[src/rtl/mod_codec_config_seq.sv]
// WM8731 power-up configuration sequencer: walks a register table and issues one I2C write per entry.
// Optional build macro CODEC_CFG_RETRY_EN retries a failed entry up to MAX_RETRIES times before erroring.
module mod_codec_config_seq #(
    parameter logic [6:0] I2C_DEVICE_ADDR = 7'h1A,
    parameter int         RST_HOLD_CYCLES = 4,
    parameter int         TIMEOUT_CYCLES  = 200_000,
    parameter int         GAP_CYCLES      = 64,
    parameter int         MAX_RETRIES     = 3
) (
    input  logic       i_clk,
    input  logic       i_nrst,
    input  logic       i_start,
    output logic       o_busy,
    output logic       o_config_done,
    output logic       o_error,
    output logic [3:0] o_error_index,
    output logic [3:0] o_error_code,
    output logic       o_i2c_nrst,
    output logic [6:0] o_i2c_addr,
    output logic [6:0] o_i2c_register,
    output logic [8:0] o_i2c_data,
    output logic       o_i2c_read_not_write,
    input  logic       i_i2c_done,
    input  logic [3:0] i_i2c_fault_code
);

    typedef enum logic [2:0] {
        S_IDLE, S_LOAD, S_HOLD, S_WAIT, S_GAP, S_FAIL, S_DONE, S_ERROR
    } state_t;

    localparam logic [3:0]  LAST_INDEX = 4'd10;
    localparam logic [19:0] HOLD_LOAD  = 20'(RST_HOLD_CYCLES - 1);
    localparam logic [19:0] GAP_LOAD   = 20'(GAP_CYCLES - 1);
    localparam logic [19:0] TMO_LAST   = 20'(TIMEOUT_CYCLES - 1);

    state_t      state, next_state;
    logic        done_s1, done_s2;
    logic [3:0]  fault_s1, fault_s2, fault_prev;
    logic        fault_ok;
    logic        auto_start, start_req, retry_ok;
    logic [3:0]  index;
    logic [19:0] cnt, tmo_cnt;
    logic        gap_retry;
    logic [15:0] entry;

    // {register[6:0], data[8:0]}; index 10 activates the codec last
    function automatic logic [15:0] table_entry(input logic [3:0] idx);
        case (idx)
            4'd0:    table_entry = {7'd15, 9'h000};
            4'd1:    table_entry = {7'd0,  9'h017};
            4'd2:    table_entry = {7'd1,  9'h017};
            4'd3:    table_entry = {7'd2,  9'h079};
            4'd4:    table_entry = {7'd3,  9'h079};
            4'd5:    table_entry = {7'd4,  9'h012};
            4'd6:    table_entry = {7'd5,  9'h000};
            4'd7:    table_entry = {7'd6,  9'h000};
            4'd8:    table_entry = {7'd7,  9'h00A};
            4'd9:    table_entry = {7'd8,  9'h000};
            default: table_entry = {7'd9,  9'h001};
        endcase
    endfunction

    assign entry                = table_entry(index);
    assign o_i2c_addr           = I2C_DEVICE_ADDR;
    assign o_i2c_read_not_write = 1'b0;
    assign start_req            = i_start | auto_start;
    // 4'hF is what the master shows while idle/reset, so it never counts as a fault
    assign fault_ok = (fault_s2 != 4'h0) && (fault_s2 != 4'hF) && (fault_s2 == fault_prev);

`ifdef CODEC_CFG_RETRY_EN
    logic [3:0] retries;
    assign retry_ok = (retries < 4'(MAX_RETRIES));
`else
    assign retry_ok = 1'b0;
`endif

    always_comb begin
        next_state = state;
        case (state)
            S_IDLE:  if (start_req) next_state = S_LOAD;
            S_LOAD:  next_state = S_HOLD;
            S_HOLD:  if (cnt == 20'd0) next_state = S_WAIT;
            S_WAIT: begin
                if (fault_ok)                next_state = S_FAIL;
                else if (done_s2)            next_state = S_GAP;
                else if (tmo_cnt == TMO_LAST) next_state = S_FAIL;
            end
            S_GAP: begin
                if (cnt == 20'd0) begin
                    if (!gap_retry && index == LAST_INDEX) next_state = S_DONE;
                    else                                   next_state = S_LOAD;
                end
            end
            S_FAIL:  next_state = retry_ok ? S_GAP : S_ERROR;
            S_DONE:  next_state = S_IDLE;
            S_ERROR: next_state = S_IDLE;
            default: next_state = S_IDLE;
        endcase
    end

    always_ff @(posedge i_clk or negedge i_nrst) begin
        if (!i_nrst) begin
            state      <= S_IDLE;
            o_i2c_nrst <= 1'b0;
        end else begin
            state      <= next_state;
            o_i2c_nrst <= (next_state == S_WAIT);
        end
    end

    always_ff @(posedge i_clk or negedge i_nrst) begin
        if (!i_nrst) begin
            done_s1        <= 1'b0;
            done_s2        <= 1'b0;
            fault_s1       <= 4'h0;
            fault_s2       <= 4'h0;
            fault_prev     <= 4'h0;
            auto_start     <= 1'b1;
            index          <= 4'd0;
            cnt            <= 20'd0;
            tmo_cnt        <= 20'd0;
            gap_retry      <= 1'b0;
            o_busy         <= 1'b0;
            o_config_done  <= 1'b0;
            o_error        <= 1'b0;
            o_error_index  <= 4'd0;
            o_error_code   <= 4'd0;
            o_i2c_register <= 7'd0;
            o_i2c_data     <= 9'd0;
`ifdef CODEC_CFG_RETRY_EN
            retries        <= 4'd0;
`endif
        end else begin
            done_s1    <= i_i2c_done;
            done_s2    <= done_s1;
            fault_s1   <= i_i2c_fault_code;
            fault_s2   <= fault_s1;
            fault_prev <= fault_s2;
            auto_start <= 1'b0;
            case (state)
                S_IDLE: begin
                    if (next_state == S_LOAD) begin
                        index         <= 4'd0;
                        gap_retry     <= 1'b0;
                        o_busy        <= 1'b1;
                        o_config_done <= 1'b0;
                        o_error       <= 1'b0;
                        o_error_index <= 4'd0;
                        o_error_code  <= 4'd0;
`ifdef CODEC_CFG_RETRY_EN
                        retries       <= 4'd0;
`endif
                    end
                end
                S_LOAD: begin
                    o_i2c_register <= entry[15:9];
                    o_i2c_data     <= entry[8:0];
                    cnt            <= HOLD_LOAD;
                end
                S_HOLD: begin
                    if (cnt != 20'd0) cnt <= cnt - 20'd1;
                    tmo_cnt <= 20'd0;
                end
                S_WAIT: begin
                    if (tmo_cnt != 20'hFFFFF) tmo_cnt <= tmo_cnt + 20'd1;
                    if (next_state == S_FAIL) begin
                        o_error_index <= index;
                        o_error_code  <= fault_ok ? fault_s2 : 4'hE;
                    end else if (next_state == S_GAP) begin
                        cnt       <= GAP_LOAD;
                        gap_retry <= 1'b0;
                    end
                end
                S_FAIL: begin
                    cnt       <= GAP_LOAD;
                    gap_retry <= 1'b1;
`ifdef CODEC_CFG_RETRY_EN
                    if (retry_ok) retries <= retries + 4'd1;
`endif
                end
                S_GAP: begin
                    if (cnt != 20'd0) begin
                        cnt <= cnt - 20'd1;
                    end else if (!gap_retry && index != LAST_INDEX) begin
                        index <= index + 4'd1;
`ifdef CODEC_CFG_RETRY_EN
                        retries <= 4'd0;
`endif
                    end
                end
                S_DONE: begin
                    o_busy        <= 1'b0;
                    o_config_done <= 1'b1;
                end
                S_ERROR: begin
                    o_busy  <= 1'b0;
                    o_error <= 1'b1;
                end
                default: ;
            endcase
        end
    end

endmodule

[config.mk]
export PLATFORM = sky130hd
export DESIGN_NAME = mod_codec_config_seq
export DESIGN_NICKNAME = d
export VERILOG_FILES = /design/src/rtl/mod_codec_config_seq.sv
export SDC_FILE = /design/constraint.sdc
export NUM_CORES = 1
export LEC_CHECK = 0
export BUFFER_PORTS_ARGS = -buffer_cell sky130_fd_sc_hd__buf_4
export CAP_MARGIN = 10
export CORE_MARGIN = 1
export CORE_UTILIZATION = 53
export CTS_CLUSTER_SIZE = 8
export DETAILED_ROUTE_END_ITERATION = 6
export GPL_TIMING_DRIVEN = 0
export PLACE_DENSITY = 0.74
export REMOVE_ABC_BUFFERS = 1
export SKIP_LAST_GASP = 1
export SYNTH_ARGS = -nofsm -noshare
export SYNTH_HDL_FRONTEND = slang
export SYNTH_SLANG_ARGS = --single-unit
[constraint.sdc]
create_clock -name i_clk -period 2.39 [get_ports i_clk]
set_clock_uncertainty 0.1 [all_clocks]
set_input_delay 0.478 -clock i_clk [delete_from_list [all_inputs] [get_ports i_clk]]
set_output_delay 0.478 -clock i_clk [all_outputs]
set_load 0.005 [all_outputs]
======== Yosys cells after proc, flatten, opt, wreduce, memory -nomap -nowiden ========
Memories as Yosys holds them, arrays and structs flattened. A register that Yosys moved wholly into a read port is not among the register bits.
Index checks and enable logic that the tools add are counted.
word-level totals
  bits in registers ....................... 91
  latch bits .............................. 0
  RAM bits ................................ 0
  memory bits (read-only) ................. 176
  input bits .............................. 8
  output and inout bits ................... 36
  logic and storage cells ................. 108
  memories kept ........................... 1
memories
  memory           words  bits a word  read ports  clocked after memory_dff  write ports  RTL line  text
  (no name shown)  16     11           1           1                         0            48        case (idx)
operators by class
  add/subtract/negate cells ............... 3
  multiply operators ...................... 0
  divide/modulo/power cells ............... 0
  magnitude comparators ................... 0
  equal/unequal tests ..................... 25
  shift operators ......................... 0
  mux-type cells .......................... 31
  bitwise gates (word level) .............. 1
  reduce and logical (&&, ||, !) cells .... 28
operators with widths
  kind                                                   number
  two-way mux 20 bit                                     4
  one-hot mux 20 bit (4 select lines)                    1
  one-hot mux 20 bit (2 select lines)                    1
  two-way mux 4 bit                                      6
  one-hot mux 4 bit (2 select lines)                     3
  two-way mux 3 bit                                      7
  one-hot mux 3 bit (7 select lines)                     1
  adder 20 x 1 -> 20 bit, second input constant          1
  equality test 20 x 18 -> 1 bit, second input constant  1
  zero test 20 bit                                       1
  inequality test 20 bit, second input constant          1
  nonzero test 20 bit                                    1
  subtractor 20 x 1 -> 20 bit, second input constant     1
  equality test 3 bit, second input constant             6
  inequality test 2 bit, second input constant           7
  AND reduction 4 bit                                    3
  nonzero test 2 bit                                     6
  equality test 3 x 2 -> 1 bit, second input constant    3
  inequality test 4 bit, second input constant           2
  AND reduction 2 bit                                    4
  nonzero test 4 bit                                     2
  equality test 3 x 1 -> 1 bit, second input constant    2
  one-hot mux 1 bit (2 select lines)                     3
  adder 4 x 1 -> 4 bit, second input constant            1
  other kinds (12)                                       20

======== Longest topological paths before layout ========
  depth in word-level cells ............... 9
  mapped depth ............................ 9
  depth with buffers taken out ............ 8

======== Worst setup path before layout ========
OpenSTA, ideal clock, no wires.
  path type ............................... reg2reg
  start ................................... register cnt[10]
  end ..................................... register o_error_code[3]
  library setup time ...................... 79 ps
  arrival ................................. 2275 ps
  data required time ...................... 2211 ps
  path slack .............................. -65 ps
  stages on the path, launching flop included .. 7
  path buffers ............................ 0
  period minus slack after synthesis ...... 2455 ps
  path through ............................ dfrtp_1 -> or4_4 -> or4_4 -> nor4_2 -> o31ai_1 -> a21oi_4 -> mux2i_1
between the ends
  longest elaborated chain between the ends .. 6
  elaborated cells between the ends (all ways) .. 9
  those cells by class .................... eq/ne (4); mux (3); reduce/logical (2)
ends and longest elaborated chain
  item                                                                        RTL line  text
  from (decl)                                                                 42        logic [19:0] cnt, tmo_cnt;
  from (signal assigned)                                                      161       if (cnt != 20'd0) cnt <= cnt - 20'd1;
  from (signal assigned)                                                      183       cnt <= cnt - 20'd1;
  zero test 20 bit (*)                                                        82, 89
  two-way mux 3 bit, on equally long branches                                 89, 82
  one-hot mux 3 bit (7 select lines) (*)                                      79        case (state)
  equality test 3 bit / equality test 3 x 1 -> 1 bit (equally long branches)  166, 142
  inequality test 2 bit (no source line)                                      --
  AND reduction 3 bit (no source line) (*)                                    --
  to (signal assigned)                                                        168       o_error_code <= fault_ok ? fault_s2 : 4'hE;
  to (decl)                                                                   17        output logic [3:0] o_error_code,
Every way passes the cells marked *; elsewhere a longest branch is shown, timed or not.
A chain may end at the register's enable or synchronous reset.

======== Worst setup path in the final report ========
  start ................................... register cnt[10]
  end ..................................... register cnt[3]
between the ends
  longest elaborated chain between the ends .. 6
  elaborated cells between the ends (all ways) .. 11
  those cells by class .................... eq/ne (5); mux (3); reduce/logical (3)
ends and longest elaborated chain
  item                                           RTL line
  zero test 20 bit                               82, 89
  two-way mux 3 bit, on equally long branches    89, 82
  one-hot mux 3 bit (7 select lines)             79
  equality test 3 bit, on equally long branches  169, 166
  inequality test 2 bit (no source line)         --
  AND reduction 4 bit (no source line) (*)       --
Marked as above.

==> flow_summary.ini <==
[status]
outcome = complete, but fails checks
violations = negative setup slack

[die]
dieArea_mm2 = 0.00851
core_area_mm2 = 0.00781
rows = 32
top_level_ports = 44
initial_core_util_pct = 55.3
die_w_um = 92.2
dieHeight_um = 92.2

[critical_path]
slowest_stage = or4_4
critPathRequiredTime_ps = 2530
crit_type = reg -> reg
worst-endpoint-arrival_ps = 2620
slowest_delay_ps = 570
cpMostUsedCell = or4_4
cp-start-kind = flip-flop
path_cells = or4_4 > or4_4 > o311ai_4 > buf_6 > a31o_4 > nor2_1 > o22a_1
worst-path-buf-inv = 1
endpoint_kind = flip-flop
critPathMaxFanout = 7
cpLargestDelayFamily = simple AND/OR/NAND/NOR gates

[clock_tree]
insertion_delay_ps = 360
root_buffer = clkbuf_8
htree_num_levels = 3
clkTransAtPathRegs_ps = 100
clock-sinks = 85
cts_hold_buf = 0
cts_buffers = 9
cts_tree = done
cts_buffer_depth = 2

[layout]
nNetsFinal = 505
final_util_pct = 64.7
layout.cells.non_filler = 596
n_fill_cell = 635
syn2layout_area_growth_pct = 17.1
design_area_mm2 = 0.00505
diodes = 0
drive_gt1_share_pct = 18.8

[yosys]
synth_xor_area_share_pct = 3.65
synth_compound_area_share_pct = 16.1
synthAdderAreaFrac_pct = 2.32
synth_top_family_by_area = simple AND/OR/NAND/NOR gates
ys_seq_area_share_pct = 49.3
ys_ff_latch = 85
ys_types = 55
synth_edf_count = 0
yosys_warnings = 0
synth_cells = 454
synthesis.area_mm2 = 0.00432
ys.flop_type = dfrtp_1
syn_area_per_cell_um2 = 9.51
synthMuxAreaShare_pct = 1.39
yosys.area.top_type_share_pct = 48.7
synth-simple-area-share_pct = 21.9
netlist_top_cells_area = dfrtp_1 (49%), nand2_1 (4.5%), o21ai_0 (3.7%), nor2_1 (3.2%), a31oi_1 (2.8%)
synth-async-reset-ratio_pct = 100
synth_top_area_cell = dfrtp_1

[timing]
finalMaxSlewViolations = 0
post-route-min-period_ps = 2480
worst_hold_slack_ps = 117
finalHoldViolations = 0
max_freq_mhz = 403
tightest_slew_ps = 1040
slew-limit-headroom_pct = 30.9
finalCritPeriodShare_pct = 104
fin_ws_ps = -93.6
grt_setup_unrepaired = true
finalSetupTns_ps = -357
setup_viol = 11

[run]
max-cap-violations = 0

[global_route]
antenna_found_initial = 0
grt_pass1_wl_um = 14000
grt_pass1_vias = 3096
grt_remaining_overflow = 0
grt_use_total_pct = 20.6
grt_max_degree = 86

[detailed_routing]
routed_wl_um = 8950
drt_iter0_markers = 249
drc_errors = 0
drt-wirelength-per-cell_um = 15.0
postRouteAntennaNets = 0
wl_met1_um = 4150
drt-pass1-iter-count = 5
route.met2.wl_um = 4270
top_layer_used = met4
vias = 3483
wl_met3_um = 449
viasPerCell = 5.84

[placement]
io_buffers = 30
placed_area_mm2 = 0.00455
pre_cts_ws_ps = -346
dpl.hpwl_um = 5480
gp_congestion = 0.854
dp.cells = 566

[power_and_ir_drop]
vdd_drop_max_uv = 570
pwr_density_cell_mw_per_mm2 = 1050
p_leak_nw = 2.21
p_total_mw = 5.28

[min_path]
hp-class = in -> reg
## power breakdown
group / internal, mW / switching [mW] / total, mW
clock: 0.413 / 0.578 / 0.991
sequential: 1.70 / 0.392 / 2.10
combinational: 0.932 / 1.26 / 2.20
## layer usage
layer  vias up  track usage, %
li1       1694               -
met1      1674            28.0
met2       102            32.8
met3        13            5.31
met4         0            5.21
met5         -               0
## sequential cells by signal, summed over array words and instances (netlist names)
signal	count
auto_start	1
cnt	20
done_s1	1
done_s2	1
fault_prev	4
fault_s1	4
fault_s2	4
gap_retry	1
index	4
o_busy	1
o_config_done	1
o_error	1
o_error_code	4
o_error_index	4
o_i2c_data	6
o_i2c_nrst	1
o_i2c_register	4
state	3
tmo_cnt	20
## final timing paths
check | start | to | slack (ps) | cells past startpoint
worst max-delay path | cnt[10] | cnt[3] | -90 | 7
worst min-delay path | i_i2c_fault_code[2] | fault_s1[2] | 120 | 1
worst max register to register | cnt[10] | cnt[3] | -90 | 7
worst min register to register | fault_s1[0] | fault_s2[0] | 260 | 0
max in group asynchronous | i_nrst | state[0] | 1220 | 1
min in group asynchronous | i_nrst | o_i2c_register[3] | 190 | 1
## cells by family after synthesis
logic type	Yosys count
DFF	85
adders and majority gates	8
xor gates and xnor gates	18
muxes	6
buffers and inverters	44
and+or+nand+nor	184
other	2
AOI/OAI and AO/OA	107
## cell usage after synthesis (4+ instances only)
master,number
xnor2_1,7
inv_1,12
nor2_1,37
o21ai_0,32
clkbuf_1,17
nor2b_1,7
nor4_1,5
or3_1,4
nand3_1,12
ha_1,8
nor3_1,12
a21oi_1,16
o31ai_1,8
and3_1,7
and4_1,6
xor2_1,11
buf_4,14
and2_1,7
o22a_1,5
nand2b_1,7
nand2_1,52
nand4_1,13
mux2i_1,6
a31oi_1,19
dfrtp_1,84
## repair_timing
| item | 4_1_cts | 5_1_grt |
|---|---|---|
| resized for setup | 15 | 24 |
| cloned | 0 | 2 |
| hold endpoints to repair | 0 | 0 |
| pin swaps | 8 | 7 |
| setup buffers | 5 | 7 |
| endpoints found under the setup margin | 52 | 38 |
## cell usage in the layout, fill, tap and decap left out, types with 9 or more instances in the layout
cell,n
a21oi_1,15
buf_4,39
inv_1,12
conb_1,14
xor2_1,11
nor3_1,11
o21ai_0,29
nand3_1,11
nor2_1,35
nand2_1,52
clkbuf_8,9
dfrtp_1,80
nand4_1,13
a31oi_1,18
## layout make-up
cell class	count	area [um2]	area share (%)
multi-input combinational	339	2210	43.8
clock inverter	7	73.8	1.46
sequential	85	2140	42.3
tap	102	128	2.53
inverter	12	45.0	0.891
clock buffer	9	124	2.45
timing repair buffer	42	335	6.64
Note: power is estimated with default switching activity, not from simulation.
